[src/rtl/mldsa_axi_pkg.sv]
// mldsa_axi_pkg
//   Shared definitions for the ML-DSA AXI shell.
//   Contents: mode encodings, AXI-Lite register word offsets, STATUS bit
//   positions and the control FSM state encodings.
package mldsa_axi_pkg;

  // Operation modes held in the MODE register
  localparam logic [1:0] MODE_NONE    = 2'd0;
  localparam logic [1:0] MODE_KEYGEN  = 2'd1;
  localparam logic [1:0] MODE_SIGNGEN = 2'd2;
  localparam logic [1:0] MODE_VERIFY  = 2'd3;

  // Register word offsets, which are byte address bits [3:2]
  localparam logic [1:0] REG_MODE   = 2'd0;
  localparam logic [1:0] REG_CTRL   = 2'd1;
  localparam logic [1:0] REG_STATUS = 2'd2;
  localparam logic [1:0] REG_COUNT  = 2'd3;

  // STATUS register bit positions
  localparam int STAT_BUSY  = 0;
  localparam int STAT_DONE  = 1;
  localparam int STAT_ERROR = 2;

  // Control FSM states
  typedef logic [1:0] state_t;
  localparam state_t ST_IDLE   = 2'd0;
  localparam state_t ST_RECV_A = 2'd1;
  localparam state_t ST_RECV_B = 2'd2;
  localparam state_t ST_DONE   = 2'd3;

endpackage

[src/rtl/mldsa_axil_regs.sv]
// mldsa_axil_regs
//   AXI4-Lite slave that implements the register file of the ML-DSA shell.
//   Ports:
//     clk, resetn             clock and asynchronous active-high reset
//     s_axi_*                 AXI4-Lite slave. Writes and reads are single-beat,
//                             and both responses are always OKAY.
//     mode                    current MODE register value
//     start                   one-cycle pulse when CTRL bit0 is written with 1
//     busy, done, error       status inputs that are returned through STATUS
//     a_count, out_count      counters that are returned through COUNT
module mldsa_axil_regs
  import mldsa_axi_pkg::*;
(
  input  logic        clk,
  input  logic        resetn,
  input  logic [3:0]  s_axi_awaddr,
  input  logic        s_axi_awvalid,
  output logic        s_axi_awready,
  input  logic [31:0] s_axi_wdata,
  input  logic [3:0]  s_axi_wstrb,
  input  logic        s_axi_wvalid,
  output logic        s_axi_wready,
  output logic [1:0]  s_axi_bresp,
  output logic        s_axi_bvalid,
  input  logic        s_axi_bready,
  input  logic [3:0]  s_axi_araddr,
  input  logic        s_axi_arvalid,
  output logic        s_axi_arready,
  output logic [31:0] s_axi_rdata,
  output logic [1:0]  s_axi_rresp,
  output logic        s_axi_rvalid,
  input  logic        s_axi_rready,
  output logic [1:0]  mode,
  output logic        start,
  input  logic        busy,
  input  logic        done,
  input  logic        error,
  input  logic [15:0] a_count,
  input  logic [15:0] out_count
);

  logic        wr_fire;
  logic        rd_fire;
  logic [31:0] rd_mux;
  logic        unused_bits;

  // A write is taken only when address and data arrive together and no
  // response is still outstanding. This makes the ready a one-cycle pulse.
  assign wr_fire       = s_axi_awvalid & s_axi_wvalid & ~s_axi_bvalid;
  assign s_axi_awready = wr_fire;
  assign s_axi_wready  = wr_fire;
  assign s_axi_bresp   = 2'b00;

  assign rd_fire       = s_axi_arvalid & ~s_axi_rvalid;
  assign s_axi_arready = ~s_axi_rvalid;
  assign s_axi_rresp   = 2'b00;

  // CTRL does not store anything. Writing a 1 to bit0 produces only the
  // start pulse, so the register reads back as 0.
  assign start = wr_fire & (s_axi_awaddr[3:2] == REG_CTRL) & s_axi_wstrb[0] & s_axi_wdata[0];

  assign unused_bits = ^{s_axi_awaddr[1:0], s_axi_araddr[1:0], s_axi_wstrb[3:1], s_axi_wdata[31:2]};

  // MODE register and the write-response handshake
  always_ff @(posedge clk or posedge resetn) begin
    if (resetn) begin
      s_axi_bvalid <= 1'b0;
      mode         <= MODE_NONE;
    end else begin
      if (wr_fire) begin
        s_axi_bvalid <= 1'b1;
        if ((s_axi_awaddr[3:2] == REG_MODE) && s_axi_wstrb[0]) begin
          mode <= s_axi_wdata[1:0];
        end
      end else if (s_axi_bready) begin
        s_axi_bvalid <= 1'b0;
      end
    end
  end

  // Read data select
  always_comb begin
    rd_mux = '0;
    case (s_axi_araddr[3:2])
      REG_MODE:   rd_mux[1:0] = mode;
      REG_STATUS: begin
        rd_mux[STAT_BUSY]  = busy;
        rd_mux[STAT_DONE]  = done;
        rd_mux[STAT_ERROR] = error;
      end
      REG_COUNT:  rd_mux = {out_count, a_count};
      default:    rd_mux = '0;
    endcase
  end

  // Read data is registered at the handshake and held until rready
  always_ff @(posedge clk or posedge resetn) begin
    if (resetn) begin
      s_axi_rvalid <= 1'b0;
      s_axi_rdata  <= '0;
    end else if (rd_fire) begin
      s_axi_rvalid <= 1'b1;
      s_axi_rdata  <= rd_mux;
    end else if (s_axi_rready) begin
      s_axi_rvalid <= 1'b0;
    end
  end

endmodule

[src/rtl/mldsa_axi_top.sv]
// mldsa_axi_top
//   AXI shell of the ML-DSA accelerator. It contains the register file, the
//   control FSM and a word-wise combine datapath.
//   Ports:
//     clk, resetn       clock and asynchronous active-high reset
//     s_axi_*           AXI4-Lite register access (MODE, CTRL, STATUS, COUNT)
//     s_axis_a_*        operand/key packet, which is buffered up to DEPTH beats
//     s_axis_b_*        message/second operand packet, which is paired with A
//                       beat by beat
//     m_axis_*          result packet with a one-entry output register
module mldsa_axi_top
  import mldsa_axi_pkg::*;
#(
  parameter int DATA_W = 64,
  parameter int DEPTH  = 16
) (
  input  logic              clk,
  input  logic              resetn,
  input  logic [3:0]        s_axi_awaddr,
  input  logic              s_axi_awvalid,
  output logic              s_axi_awready,
  input  logic [31:0]       s_axi_wdata,
  input  logic [3:0]        s_axi_wstrb,
  input  logic              s_axi_wvalid,
  output logic              s_axi_wready,
  output logic [1:0]        s_axi_bresp,
  output logic              s_axi_bvalid,
  input  logic              s_axi_bready,
  input  logic [3:0]        s_axi_araddr,
  input  logic              s_axi_arvalid,
  output logic              s_axi_arready,
  output logic [31:0]       s_axi_rdata,
  output logic [1:0]        s_axi_rresp,
  output logic              s_axi_rvalid,
  input  logic              s_axi_rready,
  input  logic [DATA_W-1:0] s_axis_a_tdata,
  input  logic              s_axis_a_tvalid,
  input  logic              s_axis_a_tlast,
  output logic              s_axis_a_tready,
  input  logic [DATA_W-1:0] s_axis_b_tdata,
  input  logic              s_axis_b_tvalid,
  input  logic              s_axis_b_tlast,
  output logic              s_axis_b_tready,
  output logic [DATA_W-1:0] m_axis_tdata,
  output logic              m_axis_tvalid,
  output logic              m_axis_tlast,
  input  logic              m_axis_tready
);

  localparam int AW = $clog2(DEPTH);

  state_t            state;
  logic [1:0]        mode;
  logic [1:0]        run_mode;
  logic              start;
  logic              busy;
  logic              done_q;
  logic              error_q;
  logic              b_done;
  logic [15:0]       a_count;
  logic [15:0]       out_count;
  logic [15:0]       b_idx;
  logic [AW:0]       a_stored;
  logic [DATA_W-1:0] buf_mem [DEPTH];
  logic              a_fire;
  logic              b_fire;
  logic              m_fire;
  logic              b_has_a;
  logic [DATA_W-1:0] a_operand;
  logic [DATA_W-1:0] result;

  mldsa_axil_regs u_regs (
    .clk           (clk),
    .resetn        (resetn),
    .s_axi_awaddr  (s_axi_awaddr),
    .s_axi_awvalid (s_axi_awvalid),
    .s_axi_awready (s_axi_awready),
    .s_axi_wdata   (s_axi_wdata),
    .s_axi_wstrb   (s_axi_wstrb),
    .s_axi_wvalid  (s_axi_wvalid),
    .s_axi_wready  (s_axi_wready),
    .s_axi_bresp   (s_axi_bresp),
    .s_axi_bvalid  (s_axi_bvalid),
    .s_axi_bready  (s_axi_bready),
    .s_axi_araddr  (s_axi_araddr),
    .s_axi_arvalid (s_axi_arvalid),
    .s_axi_arready (s_axi_arready),
    .s_axi_rdata   (s_axi_rdata),
    .s_axi_rresp   (s_axi_rresp),
    .s_axi_rvalid  (s_axi_rvalid),
    .s_axi_rready  (s_axi_rready),
    .mode          (mode),
    .start         (start),
    .busy          (busy),
    .done          (done_q),
    .error         (error_q),
    .a_count       (a_count),
    .out_count     (out_count)
  );

  assign busy = (state == ST_RECV_A) || (state == ST_RECV_B);

  // B is accepted only while the output register is empty or is draining in
  // the same cycle. Once the last B beat is in, B stays stalled until the
  // result packet has been sent.
  assign s_axis_a_tready = (state == ST_RECV_A);
  assign s_axis_b_tready = (state == ST_RECV_B) & ~b_done & (~m_axis_tvalid | m_axis_tready);

  assign a_fire = s_axis_a_tvalid & s_axis_a_tready;
  assign b_fire = s_axis_b_tvalid & s_axis_b_tready;
  assign m_fire = m_axis_tvalid & m_axis_tready;

  // B beats that arrive after all stored A beats are used are combined with zero
  assign b_has_a   = b_idx < 16'(a_stored);
  assign a_operand = b_has_a ? buf_mem[b_idx[AW-1:0]] : '0;

  // Combine function for each mode. The mode is latched at start, so a MODE
  // write during a run has no effect on that run.
  always_comb begin
    result = '0;
    case (run_mode)
      MODE_KEYGEN:  result = a_operand;
      MODE_SIGNGEN: result = a_operand ^ s_axis_b_tdata;
      MODE_VERIFY:  result = a_operand + s_axis_b_tdata;
      default:      result = '0;
    endcase
  end

  // A-packet buffer. The MSB of a_stored marks the buffer as full, and
  // further beats are dropped.
  always_ff @(posedge clk or posedge resetn) begin
    if (resetn) begin
      for (int i = 0; i < DEPTH; i++) buf_mem[i] <= '0;
    end else if (a_fire && !a_stored[AW]) begin
      buf_mem[a_stored[AW-1:0]] <= s_axis_a_tdata;
    end
  end

  // Control FSM, counters, status flags and the output register
  always_ff @(posedge clk or posedge resetn) begin
    if (resetn) begin
      state         <= ST_IDLE;
      run_mode      <= MODE_NONE;
      done_q        <= 1'b0;
      error_q       <= 1'b0;
      b_done        <= 1'b0;
      a_count       <= '0;
      out_count     <= '0;
      b_idx         <= '0;
      a_stored      <= '0;
      m_axis_tdata  <= '0;
      m_axis_tvalid <= 1'b0;
      m_axis_tlast  <= 1'b0;
    end else begin
      case (state)
        ST_IDLE, ST_DONE: begin
          state <= ST_IDLE;
          if (start) begin
            if (mode == MODE_NONE) begin
              done_q  <= 1'b1;
              error_q <= 1'b1;
            end else begin
              state     <= ST_RECV_A;
              run_mode  <= mode;
              done_q    <= 1'b0;
              error_q   <= 1'b0;
              b_done    <= 1'b0;
              a_count   <= '0;
              out_count <= '0;
              b_idx     <= '0;
              a_stored  <= '0;
            end
          end
        end

        ST_RECV_A: begin
          if (a_fire) begin
            a_count <= a_count + 16'd1;
            if (a_stored[AW]) error_q <= 1'b1;
            else              a_stored <= a_stored + 1'b1;
            if (s_axis_a_tlast) state <= ST_RECV_B;
          end
        end

        ST_RECV_B: begin
          if (b_fire) begin
            m_axis_tvalid <= 1'b1;
            m_axis_tdata  <= result;
            m_axis_tlast  <= s_axis_b_tlast;
            b_idx         <= b_idx + 16'd1;
            if (!b_has_a) error_q <= 1'b1;
            if (s_axis_b_tlast) begin
              b_done <= 1'b1;
              if ((b_idx + 16'd1) < 16'(a_stored)) error_q <= 1'b1;
            end
          end else if (m_fire) begin
            m_axis_tvalid <= 1'b0;
          end
          if (m_fire) begin
            out_count <= out_count + 16'd1;
            if (m_axis_tlast) begin
              state  <= ST_DONE;
              done_q <= 1'b1;
            end
          end
        end

        default: state <= ST_IDLE;
      endcase
    end
  end

endmodule

[config.mk]
export PLATFORM = sky130hd
export DESIGN_NAME = mldsa_axi_top
export DESIGN_NICKNAME = d
export VERILOG_FILES = /design/src/rtl/mldsa_axi_pkg.sv /design/src/rtl/mldsa_axil_regs.sv /design/src/rtl/mldsa_axi_top.sv
export SDC_FILE = /design/constraint.sdc
export NUM_CORES = 2
export LEC_CHECK = 0
export CAP_MARGIN = 10
export CELL_PAD_IN_SITES_DETAIL_PLACEMENT = 1
export CELL_PAD_IN_SITES_GLOBAL_PLACEMENT = 1
export CORE_MARGIN = 2
export CORE_UTILIZATION = 45
export CTS_CLUSTER_DIAMETER = 150
export DETAILED_ROUTE_END_ITERATION = 7
export PLACE_DENSITY_LB_ADDON = 0.1
export SKIP_LAST_GASP = 1
export SLEW_MARGIN = 20
export SYNTH_ARGS = -nofsm -noshare
export SYNTH_HDL_FRONTEND = slang
export SYNTH_HIERARCHICAL = 1
export SYNTH_SLANG_ARGS = --single-unit
[constraint.sdc]
create_clock -name clk -period 47.8 [get_ports clk]
set_clock_uncertainty 0.15 [all_clocks]
set_input_delay 9.56 -clock clk [delete_from_list [all_inputs] [get_ports clk]]
set_output_delay 9.56 -clock clk [all_outputs]
set_load 0.005 [all_outputs]
; Word-level counts from Yosys, hierarchy flattened
; Index checks and enable logic that the tools add are counted.
[word_totals]
ff_bits = 1186
latch_bits = 0
ramBits = 0
mem_bits_ro = 0
elab_cells = 163
memories = 0
[op_classes]
n_addsub = 5
multipliers = 0
n_div = 0
magnitude_cmp = 5
eq_ne = 19
n_shift = 0
muxes = 54
n_bitwise = 20
reduce_logical = 27
[op_table]
columns = operator, n
row1 = $bwmux 1024, 1
row2 = $bmux 64 s4, 1
row3 = $demux 64 s4, 1
row4 = $mux 64, 4
row5 = $pmux 64 s3, 1
row6 = $pmux 16 s2, 3
row7 = $mux 16, 5
row8 = $add 64x64->64, 1
row9 = $xor 64x64->64, 1
row10 = $add 16x1->16 const B, 3
row11 = $lt 16x5->1, 2
row12 = $mux 29, 1
row13 = $reduce_and 4->1, 6
row14 = $mux 1, 22
row15 = $mux 5, 4
row16 = $ne 2x2->1 const B, 8
row17 = $eq 2x2->1 const B, 6
row18 = $pmux 2 s3, 2
row19 = $and 1x1->1, 11
row20 = $ge 5x5->1 const B, 2
row21 = $not 4->5, 2
row22 = $pmux 5 s2, 1
row23 = $reduce_and 5->1, 2
row24 = $reduce_bool 2->1, 5
row25 = other kinds (16), 35

; Longest topological paths before layout
[depth]
word_depth = 7
depth_mapped = 23

; Modules after synthesis
; The synthesis kept the hierarchy.
[by_module_without_submodules]
columns = module, instances, cells_per_inst, area_each_um2, seq_area_each_um2
row1 = mldsa_axi_top, 1, 3995, 56168.9, 28777.6
row2 = mldsa_axil_regs, 1, 107, 1442.6, 900.9

; Worst setup path before layout
; No wires, ideal clock.
[synth_timing]
path_kind = input -> output
start = input port m_axis_tready
end = output port s_axis_b_tready
t_arrival_ns = 9.929
required_ns = 38.090
path_slack_ns = 28.161
cell_stages = 2
cell_sequence = inv_1 > a211oi_1
[synth_via]
elab_chain_len = 2
[synth_rtl]
columns = item, line_no
row1 = start: declaration, mldsa_axi_top.sv:47  ; input logic m_axis_tready
row2 = $or 1x1->1, mldsa_axi_top.sv:107  ; assign s_axis_b_tready = (state == ST_RECV_B) & ~b_done & (~m_axis_tvalid | m_axis_tready);
row3 = $and 1x1->1, mldsa_axi_top.sv:107
row4 = end: declaration, mldsa_axi_top.sv:43  ; output logic s_axis_b_tready,
; Every way passes these cells.

; Worst setup path after layout
; Ends and elaborated chain as after synthesis.

==> impl_metrics.py <==
metrics = {
    "placement": {
        "dp_hpwl_mm": 102,
        "gp_congestion": 0.868,
        "io_buffer_count": 251,
        "place_inst": 5763,
        "place_area_sq_um": 61700,
    },
    "setup_path": {
        "path_delay_family": "buffers and inverters",
        "crit_slowest_cell": "clkdlybuf4s50_1",
        "path_max_fanout": 3,
        "crit_type": "input pin to primary output",
        "crit_buf_inv": 3,
        "startpoint": "m_axis_tready",
        "r2r_start": "b_idx[0]$_DFFE_PP0P_",
        "startpoint_type": "input pin",
        "crit_required_ns": 38.09,
        "cpMostUsedCell": "clkdlybuf4s50_1",
        "endpoint_kind": "primary output",
        "cp_cell_sequence": "clkdlybuf4s50_1, inv_1, a211oi_1, clkdlybuf4s50_1",
        "slowest_delay_ns": 0.62,
        "cp.arrival_ns": 11.30,
    },
    "clocking": {
        "cts_root_buf": "clkbuf_16",
        "cts_resized": 0,
        "path_clk_slew_ns": 0.06,
        "clock-sinks": 1186,
        "cts_tree": "done",
        "post_cts_buffers": 0,
        "cts_made_buffers": 135,
        "cts-htree-levels": 4,
        "cts_hold_buf": 0,
        "cts_buffer_depth": 3,
        "insertion_delay_ns": 0.77,
    },
    "drt": {
        "routedWlPerCell_um": 28.2,
        "vias": 36200,
        "drcViolationCount": 0,
        "viasPerCell": 6.03,
        "drtIter0Drc": 2300,
        "wl_mm": 169,
        "drtPass1Iterations": 5,
        "ant_nets": 0,
    },
    "global_routing": {
        "first_global_vias": 38300,
        "grt_util_all_layers_pct": 26.3,
        "gr-total-overflow": 0,
        "grt_max_degree": 105,
        "antenna_found_initial": 29,
        "grt_pass1_wl_mm": 258,
    },
    "synthesis": {
        "yosysUniqueCellTypes": 90,
        "synth_warnings": 6,
        "syn_area_sq_um": 57600,
        "yosysSeqAreaShare_pct": 51.5,
        "synthFlopType": "dfrtp_1",
        "async_reset_ff_share_pct": 100,
        "postSynthAreaPerCell_sq_um": 14.0,
        "synth_edf_count": 0,
        "synth_cells": 4102,
        "synth_seq_cells": 1186,
    },
    "timing": {
        "tns_ns": 0,
        "grt_setup_unrepaired": "no",
        "maxSlewViolCount": 0,
        "finalSetupViolCount": 0,
        "maxSlewHeadroom_pct": 32.0,
        "finalCriticalPeriod_ns": 21.01,
        "tightest_slew_ns": 1.02,
        "finalCritPeriodShare_pct": 44.0,
        "hold_violations": 0,
        "clock.fmax_mhz": 47.6,
    },
    "finish": {
        "drive_gt1_share_pct": 38.6,
        "final_nets": 4502,
        "layoutNonFillerInstCount": 6001,
        "design_area_sq_um": 66100,
        "area_growth_pct": 14.7,
        "final_core_util_pct": 51.9,
    },
    "die": {
        "row_count": 131,
        "dieArea_sq_um": 131000,
        "die_h_um": 362,
        "ios": 293,
        "die_w_um": 362,
        "core-area_sq_um": 127000,
        "initial_core_util_pct": 45.2,
    },
    "power_and_ir_drop": {
        "fin_total_pwr_w": 0.00250,
        "p_per_area_nw_per_um2": 37.8,
        "p_leak_nw": 30.8,
        "ir_worst_vdd_v": 0.0000378,
    },
    "min_path": {
        "hold_class": "flop to flop",
        "min_from": "m_axis_tdata[39]$_DFFE_PP0P_",
    },
    "status": {
        "status": "completed",
    },
    "job": {
        "cap_viol_max_count": 0,
    },
}
## power breakdown
group	total (W)	internal (W)	switching [W]	leakage [nW]
logic	0.000376	0.000174	0.000201	12.3
registers	0.00109	0.00105	0.0000423	16.4
clock network	0.00103	0.000602	0.000425	2.13
## tightest hold or removal path: stages (launching register included)
cell,delay [ns]
dfrtp_1,0.34
nand2_1,0.04
o21ai_0,0.06
## layer usage
layer | vias to the layer above | share of wire, % | GRT usage [%]
met5 | - | 0.084 | 0
met4 | 22 | 2.4 | 7.32
met3 | 250 | 4.6 | 4.27
met2 | 765 | 47 | 41.8
met1 | 19600 | 46 | 37.5
li1 | 15600 | - | -
## synth_stat cells (21+ instances only)
library cell  number  share of area, %
xnor2_1           43              0.65
ha_1              79               1.7
and3_1            21              0.23
a22o_1            38              0.58
a21o_1            43              0.56
xor2_1            24              0.36
buf_1             26              0.17
a21oi_1          101              0.88
nand3_1           28              0.24
mux4_2           313                12
nand4_1           28              0.30
clkbuf_1         274               1.8
dfrtp_1         1186                52
o21ai_0          104              0.90
mux2_2          1036                20
nor2_1           178               1.2
nor2b_1           71              0.77
nand2_1          137              0.89
inv_1             42              0.27
a221oi_1          37              0.56
## final timing paths
check	end	slack, ns	depth (start not counted)
max in group asynchronous	buf_mem[177]$_DFFE_PP0P_	33.97	7
max reg2reg	m_axis_tdata[53]$_DFFE_PP0P_	39.97	18
min reg2reg	m_axis_tdata[39]$_DFFE_PP0P_	0.33	2
max	s_axis_b_tready	26.79	4
min in group asynchronous	out_count[6]$_DFFE_PP0P_	9.19	2
min	m_axis_tdata[39]$_DFFE_PP0P_	0.33	2
## registers in the layout, summed over array words and instances, names as in the netlist
| signal | flops |
|---|---|
| buf_mem | 1024 |
| u_regs/s_axi_bvalid | 1 |
| u_regs/s_axi_rdata | 32 |
| error_q | 1 |
| b_idx | 16 |
| u_regs/s_axi_rvalid | 1 |
| m_axis_tdata | 64 |
| a_stored | 5 |
| u_regs/mode | 2 |
| done_q | 1 |
| state | 2 |
| b_done | 1 |
| m_axis_tlast | 1 |
| run_mode | 2 |
| m_axis_tvalid | 1 |
| out_count | 16 |
| a_count | 16 |
## cells by family (layout without fill, tap and decap cells)
logic type,after synthesis,in the layout,share of synthesized area (%)
AOI/OAI and AO/OA,490,490,5.89
DFF,1186,1186,51.5
muxes,1364,1364,32.8
buffers and inverters,371,601,2.53
adders and majority gates,81,81,1.77
other,1,8,0.00651
xor gates and xnor gates,67,67,1.02
and+or+nand+nor,542,542,4.51
## through the flow
step                      hold WS, ns  setup WS [ns]
after floorplan                 0.314           5.70
after global placement          0.320          26.83
after detailed placement        0.324          26.77
after CTS                       0.337          26.78
after global routing            0.358          26.70
final                           0.331          26.79
## final cells by class
class / count / area (sq um)
Fill cell: 12200 / 61300
Sequential cell: 1186 / 29700
Multi-Input combinational cell: 2548 / 26700
Clock buffer: 204 / 4010
Timing Repair Buffer: 324 / 3090
Tap cell: 1662 / 2080
Clock inverter: 30 / 337
Inverter: 43 / 169
Antenna cell: 4 / 10.0
## cells in the final DEF, fill, tap and decap left out, drive strengths merged, types with 38 or more instances in the layout
cell type / count
xnor2: 43
mux2: 1039
nor2b: 72
o21ai: 124
a21oi: 102
a21o: 43
inv: 50
nor2: 179
a22o: 38
buf: 73
dfrtp: 1186
ha: 79
mux4: 313
clkbuf: 204
nand2: 137
clkdlybuf4s50: 251
Note: power is estimated with default switching activity, not from simulation.
